`src/rtl/gated_mac_seq.sv`:
```
// Time-multiplexed gated multiply-accumulate: result = offset + sum(a*b*(1-gate))
// over N_TERMS handshaked terms, wrapping modulo 2^ACC_W.
module gated_mac_seq #(
  parameter int unsigned A_W     = 9,
  parameter int unsigned B_W     = 8,
  parameter int unsigned OFF_W   = 7,
  parameter int unsigned ACC_W   = 17,
  parameter int unsigned N_TERMS = 6
) (
  input  logic             clk,
  input  logic             rst_n,
  input  logic             start,
  input  logic [OFF_W-1:0] offset,
  output logic             busy,
  input  logic             term_valid,
  output logic             term_ready,
  input  logic [A_W-1:0]   term_a,
  input  logic [B_W-1:0]   term_b,
  input  logic             term_gate,
  output logic             res_valid,
  input  logic             res_ready,
  output logic [ACC_W-1:0] res_data
);

  localparam int unsigned P_W   = A_W + B_W;
  localparam int unsigned CNT_W = 8;
  localparam logic [CNT_W-1:0] LAST_CNT = CNT_W'(N_TERMS - 1);

  typedef enum logic [1:0] {
    S_IDLE,
    S_RUN,
    S_DRAIN,
    S_DONE
  } state_t;

  state_t           r_state;
  state_t           w_state_nxt;
  logic [P_W-1:0]   w_prod;
  logic [P_W-1:0]   r_prod;
  logic             r_gate;
  logic             r_pvalid;
  logic [CNT_W-1:0] r_cnt;
  logic [ACC_W-1:0] r_acc;
  logic [ACC_W-1:0] w_acc_nxt;
  logic [ACC_W-1:0] r_res;
  logic             w_start_hs;
  logic             w_term_hs;
  logic             w_last_term;
  logic             w_res_hs;

  assign w_prod = {{B_W{1'b0}}, term_a} * {{A_W{1'b0}}, term_b};

  always_comb begin
    w_start_hs  = (r_state == S_IDLE) && start;
    w_term_hs   = (r_state == S_RUN) && term_valid;
    w_last_term = w_term_hs && (r_cnt == LAST_CNT);
    w_res_hs    = (r_state == S_DONE) && res_ready;
    w_acc_nxt   = r_acc;
    if (r_pvalid && !r_gate) begin
      w_acc_nxt = r_acc + ACC_W'(r_prod);
    end
  end

  always_comb begin
    w_state_nxt = r_state;
    case (r_state)
      S_IDLE:  if (w_start_hs)  w_state_nxt = S_RUN;
      S_RUN:   if (w_last_term) w_state_nxt = S_DRAIN;
      S_DRAIN: w_state_nxt = S_DONE;
      S_DONE:  if (w_res_hs)    w_state_nxt = S_IDLE;
      default: w_state_nxt = S_IDLE;
    endcase
  end

  always_ff @(posedge clk or negedge rst_n) begin
    if (!rst_n) begin
      r_state <= S_IDLE;
    end else begin
      r_state <= w_state_nxt;
    end
  end

  // Stage 1 registers the product of the accepted term; stage 2 folds it into
  // the accumulator one cycle later, which is why DRAIN exists.
  always_ff @(posedge clk or negedge rst_n) begin
    if (!rst_n) begin
      r_prod   <= '0;
      r_gate   <= 1'b0;
      r_pvalid <= 1'b0;
      r_cnt    <= '0;
      r_acc    <= '0;
      r_res    <= '0;
    end else begin
      if (w_start_hs) begin
        r_acc <= ACC_W'(offset);
        r_cnt <= '0;
      end else begin
        r_acc <= w_acc_nxt;
        if (w_term_hs) begin
          r_cnt <= r_cnt + 1'b1;
        end
      end
      if (w_term_hs) begin
        r_prod   <= w_prod;
        r_gate   <= term_gate;
        r_pvalid <= 1'b1;
      end else begin
        r_pvalid <= 1'b0;
      end
      if (r_state == S_DRAIN) begin
        r_res <= w_acc_nxt;
      end
    end
  end

  assign busy       = (r_state != S_IDLE);
  assign term_ready = (r_state == S_RUN);
  assign res_valid  = (r_state == S_DONE);
  assign res_data   = r_res;

endmodule

```
`config.mk`:
```
export PLATFORM = sky130hd
export DESIGN_NAME = gated_mac_seq
export DESIGN_NICKNAME = d
export VERILOG_FILES = /design/src/rtl/gated_mac_seq.sv
export SDC_FILE = /design/constraint.sdc
export NUM_CORES = 1
export LEC_CHECK = 0
export ABC_AREA = 1
export CAP_MARGIN = 5
export CORE_ASPECT_RATIO = 0.75
export CORE_UTILIZATION = 32
export CTS_CLUSTER_DIAMETER = 120
export DETAILED_ROUTE_END_ITERATION = 6
export PLACE_DENSITY = 0.45
export SYNTH_ARGS = -nofsm -noshare
export SYNTH_HDL_FRONTEND = slang
export SYNTH_SLANG_ARGS = --single-unit
```
`constraint.sdc`:
```
create_clock -name clk -period 2.3 [get_ports clk]
set_clock_uncertainty 0.15 [all_clocks]
set_input_delay 0.46 -clock clk [delete_from_list [all_inputs] [get_ports clk]]
set_output_delay 0.46 -clock clk [all_outputs]
set_load 0.02 [all_outputs]
```
; Word-level counts from Yosys, hierarchy flattened
; Index checks and enable logic that the tools add are counted.
[op_classes]
add_sub_neg = 2
multipliers = 1
eq_ne = 7
mux = 9
n_reduce_logical = 10
[op_table]
columns = operator, n
row1 = 17-bit 2-to-1 mux, 2
row2 = 17-bit adder, 1
row3 = 9-bit by 8-bit multiplier with 17-bit output, 1
row4 = 8-bit 2-to-1 mux, 2
row5 = 8-bit by 1-bit adder with 8-bit output (second input constant), 1
row6 = 8-bit by 3-bit == test with 1-bit output (second input constant), 1
row7 = 2-bit case mux with 4 select lines, 1
row8 = 2-bit 2-to-1 mux, 3
row9 = 1-bit logical AND, 5
row10 = 2-bit == test (second input constant), 2
row11 = 2-bit by 1-bit inequality test with 1-bit output (second input constant), 2
row12 = 2-bit nonzero test, 2
row13 = 3-bit AND reduction, 1
row14 = 2-bit by 1-bit == test with 1-bit output (second input constant), 1
row15 = 2-bit zero test, 1
row16 = 2-bit inequality test (second input constant), 1
row17 = 1-bit zero test, 1
row18 = 1-bit 2-to-1 mux, 1
[totals]
ff_bits = 63
input_bits = 30
out_inout_bits = 20
word_cells = 36

; Longest topological paths before layout
[logic_depth]
ltp_word = 5
mapped_depth = 22
depth_no_buf = 21

; Worst setup path after synthesis
; OpenSTA, ideal clock, no wires.
[synth_timing]
path_kind = input port to flip-flop
start = input term_b[4]
end = register r_prod[10]
setup_time_ns = 0.117
arrival_ns = 3.976
required_ns = 2.033
path_slack_ns = -1.944
path_stages = 15
path_buffers = 1
cell_sequence = clkbuf_1 -> nand2_1 -> fa_1 -> fa_1 -> inv_1 -> fa_1 -> inv_1 -> fa_1 -> inv_1 -> ha_1 -> a21oi_1 -> o21ai_0 -> a211o_1 -> nand3_1 -> nand2_1
[synth_via]
elab_chain_cells = 1
[synth_lines]
columns = item, line_no
row1 = from (decl), 18  ; input logic [B_W-1:0] term_b,
row2 = 9-bit by 8-bit multiplier with 17-bit output, 51  ; assign w_prod = {{B_W{1'b0}}, term_a} * {{A_W{1'b0}}, term_b};
row3 = to (signal assigned), 104  ; r_prod <= w_prod;
row4 = to (decl), 39  ; logic [P_W-1:0] r_prod;
; No other way between the ends.
; A chain may end at the register's enable or synchronous reset.

; Final worst setup path
[layout_timing]
start = input term_b[2]
end = register r_prod[11]
; The elaborated chain is that of the path after synthesis.

==> results.md <==
* Multiplexer area fraction after synthesis at 0.00161
* Synth area leader: dfrtp_1
* Kind of critical path: in -> reg
* Clock tree buffer depth at 2
* Ports at 50
* Top-count cell post-synth: nand2_1
* Global-route usage over all layers at 0.174
* PnR worst setup slack at -1.39 ns
* MaxCap Viol Count at 0
* Adder-Cell Fraction of Synth Area at 0.259
* H-tree depth at 3
* Post-synthesis xor/xnor area fraction at 0.00985
* Cell family with most CP delay: adder cells
* Synth Cell Area at 6220 sq um
* CORE AREA at 18800 sq um
* Pwr/cell area at 1260 nW/um^2
* Initial Utilization at 0.331
* Crit. End Element: register
* Register area share after synthesis at 0.253
* Number of synthesized flops with an enable pin at 0
* Setup WS pre-CTS at -2.37 ns
* Dpl cells at 1204
* Layout cells sized above 1 at 0.236
* Placer Congestion at 0.847
* Grt total ovfl at 0
* Post-Layout Cell Count at 1232
* Slew HR at 0.618
* Post-synthesis simple-gate area fraction at 0.273
* Die area at 20000 sq um
* Max IR drop VDD at 503 uV
* Clock transition at path regs at 0.05 ns
* FF-to-FF Start: r_prod[0]$_DFFE_PN0P_
* PortBufs at 49
* Ys flop type: dfrtp_1
* Clk root buf: clkbuf_16
* Reg2reg end: r_acc[8]$_DFF_PN0_
* Chip Width at 163 um
* TritonCTS Buffers at 9
* Tmin final at 3.69 ns
* Post-Synthesis Cells at 881
* Status: finished, violations left
* Final setup vio count at 14
* Worst Max-Slew Pin Slew at 0.570 ns
* Via/cell ratio at 4.47
* Stages on worst setup path at 17
* Hold crit path type: reg -> reg
* Top post-synthesis cells by count: 280 x nand2_1, 189 x inv_1, 63 x dfrtp_1
* Syn avg cell area at 7.06 sq um
* First-pass GRT wire length at 27100 um
* Library cells used by synthesis at 37
* Worst skew pair latency at 0.33 ns
* Leak Pwr at 0.00459 uW
* Initial DRC count at 369
* Yosys reg bits at 63
* Main combinational cell family by area after synthesis: simple AND/OR/NAND/NOR gates
* Vias in the first global route at 5314
* Fmax at 0.271 GHz
* RSZ-0062 raised after global routing: yes
* Via count of the routed design at 5509
* Initial antenna violation count at 0
* Worst path required time at 2.36 ns
* Cell count of the worst hold path at 2
* HPWL Detailed at 12800 um
* Pin count of the biggest net entering global routing at 64
* Fin Hold WS at 0.327 ns
* Most area-consuming cells after synthesis: dfrtp_1 25%, nand2_1 17%, fa_1 14%
* Register-to-Register Path Depth at 13
* TritonCTS clock tree: done
* YS warnings at 0
* Fin crit share at 1.61
* Slew Limit Fails at 0
* CP Buf/Inv Count at 6
* Failing checks: negative setup slack
* Total power at 10500 uW
* Final ANT Viol Nets at 0
* Async S/R FF share, synth at 1.00
* Mapped Nets at 1014
* Crit-path most repeated cell: fa_1
* Final #Nets at 1113
* Router iterations before antenna repair at 4
* WL final at 15900 um
* Number of remaining DRC errors at 0
* Die height at 123 um
* Routed wire length per instance at 12.9 um
* R2R setup slack at 0.20 ns
* Crit path capture: r_prod[11]$_DFFE_PN0P_
* Area grow syn2layout at 34.6%
* Sink Count at 63
* Final instance area at 8380 sq um
* Arrival time worst endpoint at 3.76 ns
* CP max stage delay at 0.51 ns
* Critical-path cell list: buf_12, buf_6, nand2_4, fa_1, fa_1, inv_1, fa_1, inv_1, fa_1, inv_2, ha_4, nand2_2, inv_2, nand2_2, o21bai_4, xnor2_2, o21ai_1
* Diode count at 0
* Placed Instance Area at 7510 sq um
* CP Max Fanout at 6
* Crit path launch: term_b[2]
* Complex-gate fraction of the synthesized area at 0.0676
* Hold Fails Final Rpt at 0
* CP max stage cell: fa_1
* FP Rows at 43
* Top-area cell type share of the netlist area at 0.253
* CP startpoint kind: input pin
## layout by cell type (no fill, tap or decap), drive strengths merged, types with 11 or more instances in the layout
cell,netlist,layout
dfrtp,63,63
o21ai,36,36
nand2,286,286
ha,60,60
a21oi,26,26
nand3,39,39
clkbuf,23,13
inv,192,192
nor3,11,11
fa,43,43
or2,13,13
buf,5,82
nor2,46,46
clkdlybuf4s50,0,29
## cell type report
type	instances	area (sq um)
Clock inverter	4	45.0
Fill cell	1904	10400
Clock buffer	12	246
Inverter	195	734
Sequential cell	63	1580
Tap cell	247	309
Multi-Input combinational cell	595	4380
Timing Repair Buffer	116	1090
## kinds of logic after synthesis
| family | Yosys count |
|---|---|
| mux | 1 |
| xor+xnor | 7 |
| compound gates | 76 |
| buf+inv | 223 |
| fa+ha+maj | 103 |
| flops | 63 |
| simple gates | 408 |
## worst min-delay path by stage
| stage | start | to | slack [ns] |
|---|---|---|---|
| finish | res_data[7]$_DFFE_PN0P_ | res_data[7]$_DFFE_PN0P_ | 0.33 |
| global route | res_data[15]$_DFFE_PN0P_ | res_data[15]$_DFFE_PN0P_ | 0.35 |
| CTS | res_data[16]$_DFFE_PN0P_ | res_data[16]$_DFFE_PN0P_ | 0.33 |
| detailed placement | res_data[16]$_DFFE_PN0P_ | res_data[16]$_DFFE_PN0P_ | 0.32 |
| global placement | res_data[16]$_DFFE_PN0P_ | res_data[16]$_DFFE_PN0P_ | 0.32 |
| floorplan | rst_n | r_acc[0]$_DFF_PN0_ | 0.01 |
## what timing repair did
action / in CTS / in global routing
gates resized for setup: 144 / 92
endpoints found under the setup margin: 17 / 17
hold buffers: 1 / 0
hold endpoints to repair: 6 / 0
setup buffers: 10 / 5
pin swaps: 51 / 57
## per-layer routing
metal	vias up	GRT usage	wire length [um]
met1	2551	0.279	8940
met4	0	0.0327	151
met3	15	0.0392	752
met2	83	0.232	6080
li1	2860	-	-
met5	-	0	0
## power breakdown
| part | switching (uW) | total [uW] | internal, uW | leakage [uW] |
|---|---|---|---|---|
| clock network | 490 | 1350 | 863 | 0.000146 |
| logic | 4060 | 7260 | 3200 | 0.00365 |
| registers | 347 | 1920 | 1570 | 0.000798 |
## worst min-delay path, stage by stage (launching register included)
cell and delay (ns):
dfrtp_1 0.34, nand2_1 0.05, nand2_1 0.06
## registers in the layout (all words and copies together) (netlist names)
name,cells
r_acc,17
r_state,2
r_pvalid,1
r_cnt,8
r_gate,1
r_prod,17
res_data,17
## through the flow
stage | TNS [ns] | util
4_1_cts | -16.92 | 0.430
3_5_place_dp | -29.26 | 0.400
2_1_floorplan | -17.62 | -
6_report | -15.98 | 0.446
5_1_grt | -17.79 | 0.446
3_3_place_gp | -29.27 | 0.400
Power figures use the tool's default switching activity.
